File: src/rtl/demux_tdm_pkg.sv
// Shared types and default sizing for the TDM receive demultiplexer.
package demux_tdm_pkg;

    // Receiver framing state: hunting for a sync, or collecting a frame.
    typedef enum logic {
        IDLE = 1'b0,
        RUN  = 1'b1
    } state_t;

    localparam int DEF_N_CH  = 4;
    localparam int DEF_SEL_W = 2;

endpackage

File: src/rtl/tdm_slot_counter.sv
// Slot index counter: clear, load-to-1, and increment-with-wrap.
// last_slot flags the final slot of a frame (N_CH is a power of two).
module tdm_slot_counter #(
    parameter int SEL_W = 2
) (
    input  logic             clk,
    input  logic             reset,
    input  logic             clear,
    input  logic             load_one,
    input  logic             inc,
    output logic [SEL_W-1:0] count,
    output logic             last_slot
);

    // Slot index register; clear wins over load, load wins over increment.
    always_ff @(posedge clk) begin
        if (reset || clear) begin
            count <= '0;
        end else if (load_one) begin
            count <= SEL_W'(1);
        end else if (inc) begin
            count <= count + SEL_W'(1);
        end
    end

    assign last_slot = &count;

endmodule

File: src/rtl/demux_one_to_four_tdm.sv
// Receive-side TDM demultiplexer: collects one bit per valid beat into a
// shadow register and publishes the whole frame once the last slot arrives.
module demux_one_to_four_tdm
    import demux_tdm_pkg::*;
#(
    parameter int N_CH  = DEF_N_CH,
    parameter int SEL_W = DEF_SEL_W
) (
    input  logic             clk,
    input  logic             reset,
    input  logic             in,
    input  logic             in_valid,
    input  logic             sync,
    output logic [SEL_W-1:0] sel,
    output logic [N_CH-1:0]  out,
    output logic             out_valid,
    output logic             frame_err,
    output logic             busy
);

    state_t            state, state_nxt;
    // The final slot goes straight to out, so only N_CH-1 bits are buffered.
    logic [N_CH-2:0]   shadow, shadow_nxt;
    logic [N_CH-1:0]   out_nxt;
    logic              out_valid_nxt;
    logic              frame_err_nxt;
    logic              cnt_clear, cnt_load_one, cnt_inc;
    logic              last_slot;

    tdm_slot_counter #(
        .SEL_W(SEL_W)
    ) u_slot_counter (
        .clk      (clk),
        .reset    (reset),
        .clear    (cnt_clear),
        .load_one (cnt_load_one),
        .inc      (cnt_inc),
        .count    (sel),
        .last_slot(last_slot)
    );

    // State, shadow and output registers with synchronous reset.
    always_ff @(posedge clk) begin
        if (reset) begin
            state     <= IDLE;
            shadow    <= '0;
            out       <= '0;
            out_valid <= 1'b0;
            frame_err <= 1'b0;
        end else begin
            state     <= state_nxt;
            shadow    <= shadow_nxt;
            out       <= out_nxt;
            out_valid <= out_valid_nxt;
            frame_err <= frame_err_nxt;
        end
    end

    // Next-state, shadow update and counter control for each valid beat.
    always_comb begin
        state_nxt     = state;
        shadow_nxt    = shadow;
        out_nxt       = out;
        out_valid_nxt = 1'b0;
        frame_err_nxt = 1'b0;
        cnt_clear     = 1'b0;
        cnt_load_one  = 1'b0;
        cnt_inc       = 1'b0;

        unique case (state)
            IDLE: begin
                if (in_valid && sync) begin
                    shadow_nxt[0] = in;
                    cnt_load_one  = 1'b1;
                    state_nxt     = RUN;
                end
            end
            RUN: begin
                if (in_valid) begin
                    if (sync) begin
                        // Early sync: drop the partial frame, restart at slot 0.
                        frame_err_nxt = 1'b1;
                        shadow_nxt    = '0;
                        shadow_nxt[0] = in;
                        cnt_load_one  = 1'b1;
                    end else if (last_slot) begin
                        out_nxt       = {in, shadow};
                        out_valid_nxt = 1'b1;
                        cnt_clear     = 1'b1;
                        state_nxt     = IDLE;
                    end else begin
                        for (int unsigned k = 0; k < N_CH - 1; k++) begin
                            if (sel == SEL_W'(k)) begin
                                shadow_nxt[k] = in;
                            end
                        end
                        cnt_inc = 1'b1;
                    end
                end
            end
            default: state_nxt = IDLE;
        endcase
    end

    assign busy = (state == RUN);

endmodule

File: config.mk
export PLATFORM = sky130hd
export DESIGN_NAME = demux_one_to_four_tdm
export DESIGN_NICKNAME = d
export VERILOG_FILES = /design/src/rtl/demux_tdm_pkg.sv /design/src/rtl/tdm_slot_counter.sv /design/src/rtl/demux_one_to_four_tdm.sv
export SDC_FILE = /design/constraint.sdc
export NUM_CORES = 1
export LEC_CHECK = 0
export CORE_AREA = 3 3 40 42
export CTS_CLUSTER_DIAMETER = 100
export DETAILED_ROUTE_END_ITERATION = 7
export DIE_AREA = 0 0 43 45
export GPL_TIMING_DRIVEN = 0
export MAX_ROUTING_LAYER = met4
export PLACE_DENSITY = 0.65
export SYNTH_ARGS = -nofsm -noshare
export SYNTH_HDL_FRONTEND = slang
export SYNTH_HIERARCHICAL = 1
export SYNTH_SLANG_ARGS = --single-unit
export TNS_END_PERCENT = 20
File: constraint.sdc
create_clock -name clk -period 3.3 [get_ports clk]
set_input_delay 0.66 -clock clk [delete_from_list [all_inputs] [get_ports clk]]
set_output_delay 0.66 -clock clk [all_outputs]
set_load 0.03 [all_outputs]
### Word level (Yosys, flattened, before mapping)

Index checks and enable logic that the tools add are counted.

| word-level totals | value |
|---|---|
| bits in registers | 12 |
| bits in latches | 0 |
| bits in writable memories | 0 |
| memory bits (read-only) | 0 |
| input bits | 5 |
| output and inout bits | 9 |
| logic and storage cells | 57 |
| memories kept | 0 |

| cells by class | value |
|---|---|
| add/sub/neg operators | 1 |
| $mul | 0 |
| div/mod/pow operators | 0 |
| magnitude comparators | 0 |
| equality and inequality tests | 7 |
| shift operators | 0 |
| multiplexer cells | 25 |
| bitwise logic cells | 2 |
| reduce and logical (&&, ||, !) cells | 13 |

Operators with widths:

| operator | number |
|---|---|
| $mux W1 | 20 |
| $reduce_and A4 Y1 | 3 |
| $mux W3 | 2 |
| $ne A2 B2 Y1 const B | 3 |
| $pmux W1 S2 | 3 |
| $reduce_bool A2 Y1 | 3 |
| $reduce_and A5 Y1 | 1 |
| $reduce_or A2 Y1 | 2 |
| $ne A3 B2 Y1 const B | 1 |
| $ne A3 B3 Y1 const B | 1 |
| $add A2 B1 Y2 const B | 1 |
| $eq A2 B1 Y1 const B | 1 |
| $eq A2 B2 Y1 const B | 1 |
| $logic_not A2 Y1 | 1 |
| $not A1 Y1 | 2 |
| $reduce_and A2 Y1 | 1 |
| $logic_and A1 B1 Y1 | 1 |
| $logic_or A1 B1 Y1 | 1 |

### Logic depth before layout (Yosys ltp)

| logic depth | value |
|---|---|
| depth after elaboration | 7 |
| mapped depth | 5 |
| mapped depth without buffers | 5 |

### Modules after synthesis

Netlist, hierarchy kept.

By module, submodules not included:

| module | instances | cells an instance | area an instance (um^2) |
|---|---|---|---|
| demux_one_to_four_tdm | 1 | 46 | 431.7 |
| tdm_slot_counter | 1 | 8 | 95.1 |

### Worst setup path after synthesis

OpenSTA, ideal clock, no wires.

| path | value |
|---|---|
| path type | reg-to-reg |
| from | register u_slot_counter.count[0] |
| to | register u_slot_counter.count[0] |
| data arrival time | 1.437 ns |
| data required time | 3.185 ns |
| slack | 1.749 ns |
| stages on the path, launching flop included | 6 |
| period minus slack after synthesis | 1.551 ns |
| cell sequence | dfxtp_1 ha_1 nand4b_1 inv_1 nor2_1 o21a_1 |

| on the way | value |
|---|---|
| cells in the longest elaborated chain, start to end | 6 |
| elaborated cells on any way between the ends | 14 |

RTL lines:

| what | line | source |
|---|---|---|
| start, declared | tdm_slot_counter.sv:11 | `output logic [SEL_W-1:0] count,` |
| start signal, assigned | tdm_slot_counter.sv:22 | `count <= count + SEL_W'(1);` |
| $reduce_and A2 Y1 | tdm_slot_counter.sv:26 | `assign last_slot = &count;` |
| named net last_slot | demux_one_to_four_tdm.sv:28 | `logic last_slot;` |
| $mux W1 | demux_one_to_four_tdm.sv:86 | `end else if (last_slot) begin` |
| $mux W1 | demux_one_to_four_tdm.sv:80 | `if (sync) begin` |
| $mux W1 (2 in a row) | -- |  |
| named net cnt_clear | demux_one_to_four_tdm.sv:27 | `logic cnt_clear, cnt_load_one, cnt_inc;` |
| $logic_or A1 B1 Y1 | tdm_slot_counter.sv:17 | `if (reset \|\| clear) begin` |

The timed path passes the listed nets, and every way through them passes these cells. The select of a mux whose other input is x is not followed.
A chain may end at the register's enable or synchronous reset.

### Worst setup path in the final report

| path | value |
|---|---|
| from | register u_slot_counter.count[0] |
| to | output port sel[0] |

RTL lines:

| what | line | source |
|---|---|---|
| end, declared | demux_one_to_four_tdm.sv:14 | `output logic [SEL_W-1:0] sel,` |

No word-level cell between the ends.

==> summary.md <==
| Metric | Value |
|---|---|
| Total core area | `1280 µm²` |
| CTS tree | `done` |
| Class of the worst hold path | `reg2reg` |
| Layout fillers | `126` |
| Drt drc | `0` |
| Total Wirelength | `1040 µm` |
| CTS buffer count | `3` |
| H-tree levels | `1` |
| Post-Syn Instances | `54` |
| Die extent in y | `~45 µm` |
| Post-synth cell types | `21` |
| Synth Warn # | `6` |
| Syn-to-layout area delta | `35.2%` |
| Slowest Stage Delay on Critical Path | `just over 0.7 ns` |
| CP top delay family | `buffers and inverters` |
| PwrDens | `419 nW/µm²` |
| Util after Layout | `0.554` |
| CP max-delay cell | `clkdlybuf4s50_1` |
| Post-synthesis simple-gate area fraction | `0.330` |
| Initial Utilization | `0.410` |
| GRT Total Usage | `0.136` |
| Most common cell after layout, fill and taps aside | `clkdlybuf4s50_1` |
| Non-Filler Instances | `86` |
| Final Hold Vio Count | `0` |
| Worst-Margin Slew | `roughly 0.43 ns` |
| FF/Latch Area | `240 µm²` |
| Area occupied by multi-input gates | `about 280 µm²` |
| Status | `finished clean` |
| Initial drt markers | `1` |
| CTS root buffer | `clkbuf_4` |
| Tcrit/Tclk final | `0.627` |
| Skew-Pair Late Insertion Delay | `0.27 ns` |
| Pre-CTS setup slack | `0.967 ns` |
| Clk buf depth | `2` |
| Final Net Count | `78` |
| Peak VDD IR | `296 µV` |
| Final setup violation count | `0` |
| Crit Path Category | `reg2out` |
| Clock transition at the registers of the reported paths | `approximately 0.07 ns` |
| Placed Cells | `82` |
| Initial antenna violation count | `0` |
| Fmax | `483 MHz` |
| Largest net degree at the start of global routing | `11` |
| MaxCap Viol Count | `0` |
| Antenna Nets Post-Route | `0` |
| Total power | `298 µW` |
| Synth Area in Compound Gates | `0.0570` |
| Post-Synth XOR/XNOR Area | `0.0166` |
| P_leak | `0.308 nW` |
| Avg Inst Size Synth | `9.75 µm²` |
| Cell Area, Synth | `527 µm²` |
| Total gr overflow | `0` |
| Final critical-path required period | `slightly above 2 ns` |
| Most frequent cells in the layout | `clkdlybuf4s50_1, dfxtp_1, nor2_1` |
| Post-CTS sizing | `0` |
| DIE WIDTH | `43 µm` |
| Area after DPL | `676 µm²` |
| Buffer and inverter count on the worst path | `1` |
| # hold bufs at CTS | `0` |
| Worst-path fanout max | `6` |
| Drt wl/cell | `12.0 µm` |
| Main combinational cell family by area after synthesis | `simple AND/OR/NAND/NOR gates` |
| Diodes inserted | `0` |
| Critical Path End Type | `primary output` |
| RSZ-0062 raised after global routing | `false` |
| Syn nets | `60` |
| Routed vias | `445` |
| Post-Synth Adder-Cell Area | `0.0238` |
| DP HPWL | `757 µm` |
| Via density | `slightly above 5` |
| Clock Skew | `0.00399 ns` |
| Placement Rows | `13` |
| CP Data Arrival Time | `around 1.4 ns` |
| TNS Setup | `0 ns` |
| Seq/Total Area, Yosys | `0.456` |
| Drt pass-1 iters | `2` |
| Final instance area | `712 µm²` |
| Placer Congestion | `0.838` |
| IO Pins | `14` |
| Full die area | `approximately 1900 µm²` |
| Layout cells sized above 1 | `0.0704` |
| Slew headroom | `0.709` |
| Mux cell area share after synthesis | `0.0950` |
| Critical Path Source Type | `flip-flop` |
| First-pass GRT wire length | `1850 µm` |
| Setup WS post-layout | `1.23 ns` |
| Crit-path cells | `clkdlybuf4s50_1` |
| CTS sink count | `12` |
| CP required | `about 2.6 ns` |
| Slew Limit Fails | `0` |
| Setup bufs post-CTS | `0` |
| Hold_ws | `0.495 ns` |
| IO buf count | `13` |
| Synthesis-stage register bit count | `12` |
| Vias in the first global route | `434` |
[cell families after synthesis]
family | Yosys count
flops | 12
compound gates | 4
buf+inv | 3
simple gates | 28
xor+xnor | 1
fa+ha+maj | 1
mux | 5
[flip-flops by register name, indices dropped and copies added (netlist names)]
register / count
shadow: 3
out_valid: 1
frame_err: 1
busy: 1
out: 4
u_slot_counter/count: 2
[where the power goes]
group          leakage [nW]  switching (mW)  internal, mW
combinational         0.190          0.0161        0.0141
sequential           0.0973         0.00405         0.148
clock                0.0210          0.0487        0.0671
total                 0.308          0.0689         0.229
[layout make-up]
class,count,share of cell area
Buffer,1,0.00527
Sequential cell,12,0.337
Inverter,2,0.0105
Multi-Input combinational cell,39,0.387
Clock buffer,4,0.0510
Timing Repair Buffer,13,0.183
Tap cell,15,0.0264
[worst paths after layout]
path	from	to	slack [ns]	cells past startpoint
worst max-delay path	u_slot_counter/count[0]	sel[0]	1.23	1
worst min register to register	out[3]	out[3]	0.50	2
worst max register to register	u_slot_counter/count[0]	u_slot_counter/count[0]	1.74	5
worst min-delay path	out[3]	out[3]	0.50	2
[cells in the mapped netlist (all sizes together)]
cell	number	share of area
or4b	3	0.057
nor4	1	0.024
a41oi	1	0.017
clkbuf	1	0.0071
nor3b	3	0.043
o311ai	1	0.017
ha	1	0.024
and4b	1	0.019
nand2	2	0.014
nand4b	2	0.033
o21a	1	0.014
inv	2	0.014
and2	1	0.012
nor3	1	0.0095
and3	1	0.012
o21ai	1	0.0095
nor2	7	0.050
xor2	1	0.017
dfxtp	12	0.46
nand3	6	0.057
mux2i	5	0.095
[layer usage]
layer  vias to the layer above  track usage  wire length [µm]
li1                        235            -                 -
met1                       198        0.161               489
met3                         2       0.0637                70
met2                        10        0.201               468
met5                         -            -                 0
met4                         0       0.0542                 7
No activity file was read; power rests on OpenSTA's default activity.
==> RTL edit 1: new RTL, same flow settings <==
Register the inputs `in`, `in_valid` and `sync` before use, without a reset. The logic sees them one clock later.
--- a/src/rtl/demux_one_to_four_tdm.sv
+++ b/src/rtl/demux_one_to_four_tdm.sv
@@ -18,4 +18,14 @@
     output logic             busy
 );
+
+    logic in_q;
+    logic in_valid_q;
+    logic sync_q;
+
+    always_ff @(posedge clk) begin
+        in_q       <= in;
+        in_valid_q <= in_valid;
+        sync_q     <= sync;
+    end
 
     state_t            state, state_nxt;
@@ -70,6 +80,6 @@
         unique case (state)
             IDLE: begin
-                if (in_valid && sync) begin
-                    shadow_nxt[0] = in;
+                if (in_valid_q && sync_q) begin
+                    shadow_nxt[0] = in_q;
                     cnt_load_one  = 1'b1;
                     state_nxt     = RUN;
@@ -77,13 +87,13 @@
             end
             RUN: begin
-                if (in_valid) begin
-                    if (sync) begin
+                if (in_valid_q) begin
+                    if (sync_q) begin
                         // Early sync: drop the partial frame, restart at slot 0.
                         frame_err_nxt = 1'b1;
                         shadow_nxt    = '0;
-                        shadow_nxt[0] = in;
+                        shadow_nxt[0] = in_q;
                         cnt_load_one  = 1'b1;
                     end else if (last_slot) begin
-                        out_nxt       = {in, shadow};
+                        out_nxt       = {in_q, shadow};
                         out_valid_nxt = 1'b1;
                         cnt_clear     = 1'b1;
@@ -92,5 +102,5 @@
                         for (int unsigned k = 0; k < N_CH - 1; k++) begin
                             if (sel == SEL_W'(k)) begin
-                                shadow_nxt[k] = in;
+                                shadow_nxt[k] = in_q;
                             end
                         end
Formal check against the unedited RTL: not equivalent (Yosys sat finds a counterexample within 4 cycles, from zero or initial values and one cycle with reset high).
==> RTL edit 1 against the original RTL <==
Utilization is 4.2 points higher. Worst setup slack worse by 0.0096 ns. Fmax is 0.46% lower. Clock power is 13% lower. Design area is 7.6% higher. Critical endpoint unchanged. Via count is 6.3% higher. Sequential cell count is 3 higher. Wire length is 0.87% lower. Combinational power is 5% lower. Sequential share of layout area is 5.5 points higher. Synthesized area is 12% higher. Power is 8.2% higher.
==> RTL edit 1: results (changes against the original RTL) <==
The adder and majority cell fraction of the synthesized area was 2.12% (-0.25 points). The tools report the highest clock rate as 0.481 GHz (-0.46%). Number of nets produced by synthesis: 63 (+5.0%).

The tools report the global-route wire length before repair as 1.69 mm (-8.6%). The commonest cells after synthesis are sky130_fd_sc_hd__dfxtp_1 (15), sky130_fd_sc_hd__nor2_1 (7), sky130_fd_sc_hd__nand3_1 (6). For the met2 global-route usage, the log shows 16.2% (-3.9 points). For the number of nets in the layout, the log shows 81 (+3.8%). The fraction of layout cells with a size suffix above 1 is 8.11% (+1.1 points). The post-route met1 wirelength came out at 526 um (+7.6%). The first-iteration detailed-routing DRC count came out at 13 (+12). The xor/xnor share of the synthesized area works out to 1.49% (-0.18 points). STA classifies the critical path startpoint as a register. The proportion of synthesized chip area in sequential cells is 51.0% (+5.3 points), and the total global-route track usage is 12.0% (-1.6 points).

The count of fill cells added during filler insertion came out at 133 (+5.6%). The final wirelength was 1.03 mm (-0.87%). The average routed wire per standard cell was 11.5 um (-4.2%); the number of cells traversed by the worst hold path was 2 (unchanged).

The tools report the total met3 wirelength after detailed routing as 50 um (-29%). The logs give 385 (-11%) for the via count of the first global-routing pass and 3.59% (-2.8 points) for the routing usage on met3. The deepest level of the CTS H-tree is 1 (unchanged), and the placed wire-length estimate after detailed placement is 751 um (-0.73%).

The count of different cell masters after synthesis came out at 19 (-9.5%). TritonCTS buffer count: 3 (unchanged). Leakage power figure: 0.328 nW (+6.4%). The synthesized area divided by synthesized cell count came out at 10.3 sq um (+6.0%).

In this run the worst setup path terminates at sel[0]. For the relative slew slack, the log shows 72.7% (+1.8 points). Root cell of the clock tree: sky130_fd_sc_hd__clkbuf_4. The worst hold-check slack came out at 0.502 ns (+0.00655 ns).

The run finished with clean final reports. For the global placer's final weighted congestion, the log shows 0.768 (-8.4%). The logs give 436 um (-6.8%) for the met2 wirelength from detailed routing and 0 (unchanged) for the antenna diode count. Path depth of the worst reg2reg path: 5 (unchanged). The worst IR drop on VDD is 0.000266 V (-10%).

The first-pass iteration count of the detailed router is 4 (+2). The clock-pin slew on the worst setup and hold paths came out at 0.09 ns (+0.02 ns). The run gives 0.00220 ns (-0.00179 ns) as the worst clock skew on the final layout. For the overall via count from detail_route, the log shows 473 (+6.3%). Yosys attributes the largest share of cell area to sky130_fd_sc_hd__dfxtp_1 (51%), sky130_fd_sc_hd__mux2i_1 (8.5%), sky130_fd_sc_hd__nand3_1 (5.1%), sky130_fd_sc_hd__or4b_1 (5.1%), sky130_fd_sc_hd__nor3b_1 (5.1%). Met1 demand-to-capacity share in global routing: 16.5% (+0.45 points). The number of cells in the design after placement is 85 (+3.7%). The internal power is 0.246 mW (+7.2%).
RTL edit 1: cell count changes after synthesis, sizes merged:
cell / unedited run / this run
and3: 1 / 0
dfxtp: 12 / 15
nor3b: 3 / 4
nor3: 1 / 2
o21ai: 1 / 0
clkbuf: 1 / 0
buf: 0 / 1
RTL edit 1: cell type report:
type                            count  area (sq um)  share of cell area [%]
Buffer                              1          5.00                   0.654
Clock buffer                        3          22.5                    2.94
Clock inverter                      1          5.00                   0.654
Inverter                            2          7.51                   0.980
Multi-Input combinational cell     39           277                    36.1
Sequential cell                    15           300                    39.2
Tap cell                           15          18.8                    2.45
Timing Repair Buffer               13           130                    17.0
RTL edit 1: power by group through the flow:
stage	combinational, mW	clock, mW	sequential, mW
6_report	0.0287	0.101	0.193
5_1_grt	0.0309	0.116	0.194
4_1_cts	0.0286	0.104	0.193
3_5_place_dp	0.0285	0	0.197
3_3_place_gp	0.0284	0	0.197
2_1_floorplan	0.0125	0	0.200
==> RTL edit 2: new RTL, config.mk and constraints unchanged <==
Without the edit above. Set the package constant `DEF_SEL_W` to 1 (it was 2).
--- a/src/rtl/demux_tdm_pkg.sv
+++ b/src/rtl/demux_tdm_pkg.sv
@@ -9,5 +9,5 @@
 
     localparam int DEF_N_CH  = 4;
-    localparam int DEF_SEL_W = 2;
+    localparam int DEF_SEL_W = 1;
 
 endpackage
Interface: changed (resized sel); port bits go from 14 to 13. No check against the original RTL was run, so the function may have changed too.
==> RTL edit 2 against the original RTL <==
Wire length shrank 15%. First-iteration DRC count grew to 4.0 times the old value. Sequential cell count shrank 1. Design area down 9.7%. Combinational power grew 23%. Non-clock buffer count did not move. Power fell by 11%. Worst setup slack got worse by 0.063 ns. Clock power fell by 23%. Synthesized area fell by 9.3%.
==> RTL edit 2: results (changes against the original RTL) <==
The worst clock skew on the final layout is 0.00558 ns (+0.00159 ns), and the delay contributed by the slowest stage of the critical path is 0.73 ns (+0.02 ns). The endpoint identified for the worst register-to-register timing path is out[3]. Average routed wire per standard cell: 11.2 um (-7.3%). The leakage power figure is 0.294 nW (-4.7%). First-iteration detailed-routing DRC count: 4 (+3). In the final layout, the registers with the most flip-flops are out (4), shadow (3). The commonest cells after synthesis are sky130_fd_sc_hd__dfxtp_1 (11), sky130_fd_sc_hd__nor2_1 (7), sky130_fd_sc_hd__mux2i_1 (5). The critical path arrival is 1.47 ns (+0.06 ns), and the total global-route track usage is 10.9% (-2.7 points).

The number of nets in the layout is 70 (-10%). The global-route wire length before repair came out at 1.48 mm (-20%). The reg-to-reg setup timing slack was 1.97 ns (+0.23 ns). The maximum fanout count along the critical path works out to 8 (+2).

The critical register-to-register path startpoint was u_slot_counter/count. The cell area reported after detailed placement came out at 617 sq um (-8.7%). Fraction of layout cells with a size suffix above 1: 14.1% (+7.0 points). For the worst hold-check slack, the log shows 0.474 ns (-0.0211 ns). Yosys attributes the largest share of cell area to sky130_fd_sc_hd__dfxtp_1 (46%), sky130_fd_sc_hd__mux2i_1 (10%), sky130_fd_sc_hd__nor2_1 (5.5%), sky130_fd_sc_hd__nor4b_4 (5.0%), sky130_fd_sc_hd__nand4b_2 (3.1%). Count of different cell masters after synthesis: 22 (+4.8%). For the number of nets produced by synthesis, the log shows 53 (-12%).

The run finished with clean final reports. The endpoint with the worst hold slack is shadow[0]. The proportion of synthesized chip area in sequential cells is 46.1% (+0.47 points), and the global placer's final weighted congestion is 0.806 (-3.8%).
==> RTL edit 2: layout make-up <==
class | count | area [sq um]
Fill cell | 127 | 642
Multi-Input combinational cell | 32 | 234
Sequential cell | 11 | 220
Timing Repair Buffer | 12 | 120
Clock buffer | 4 | 26.3
Tap cell | 15 | 18.8
Buffer | 2 | 12.5
Inverter | 3 | 11.3
==> RTL edit 2: how the worst max path moves through the flow <==
stage	end
4_1_cts	sel
2_1_floorplan	u_slot_counter/count
6_report	sel
5_1_grt	sel
3_3_place_gp	u_slot_counter/count
3_5_place_dp	u_slot_counter/count
==> RTL edit 2: routing by layer <==
metal,global-route usage (%),part of all wire [%],vias up
met2,15.3,44,11
met1,13.2,47,164
met3,5.98,8.5,0
li1,-,-,196
met5,-,0,-
met4,3.61,0,0
==> RTL edit 2: kinds of logic (layout without fill, tap and decap cells) <==
logic type             count (synthesis)  in the layout  synth area share (%)
flip-flops                            11             11                  46.1
AO/OA/AOI/OAI                          7              7                  10.7
multiplexers                           5              5                  10.5
AND/OR/NAND/NOR                       19             19                  25.9
buffers and inverters                  5             21                  4.97
XOR/XNOR                               1              1                  1.83
==> RTL edit 2: stage by stage <==
stage                     setup WS, ns  total power [mW]  std cells  util (%)
final                             1.17             0.267         79      50.0
after global routing              1.10             0.284         79      50.0
after CTS                         1.15             0.272         79      50.0
after detailed placement          1.34             0.180         75      48.0
after global placement            1.37             0.180         75      48.0
after floorplan                   1.91             0.166         48         -
==> RTL edit 2: report_power, final <==
group	total, mW	internal (mW)	switching [mW]
Sequential	0.140	0.136	0.00415
Clock	0.0895	0.0467	0.0428
Combinational	0.0371	0.0182	0.0188
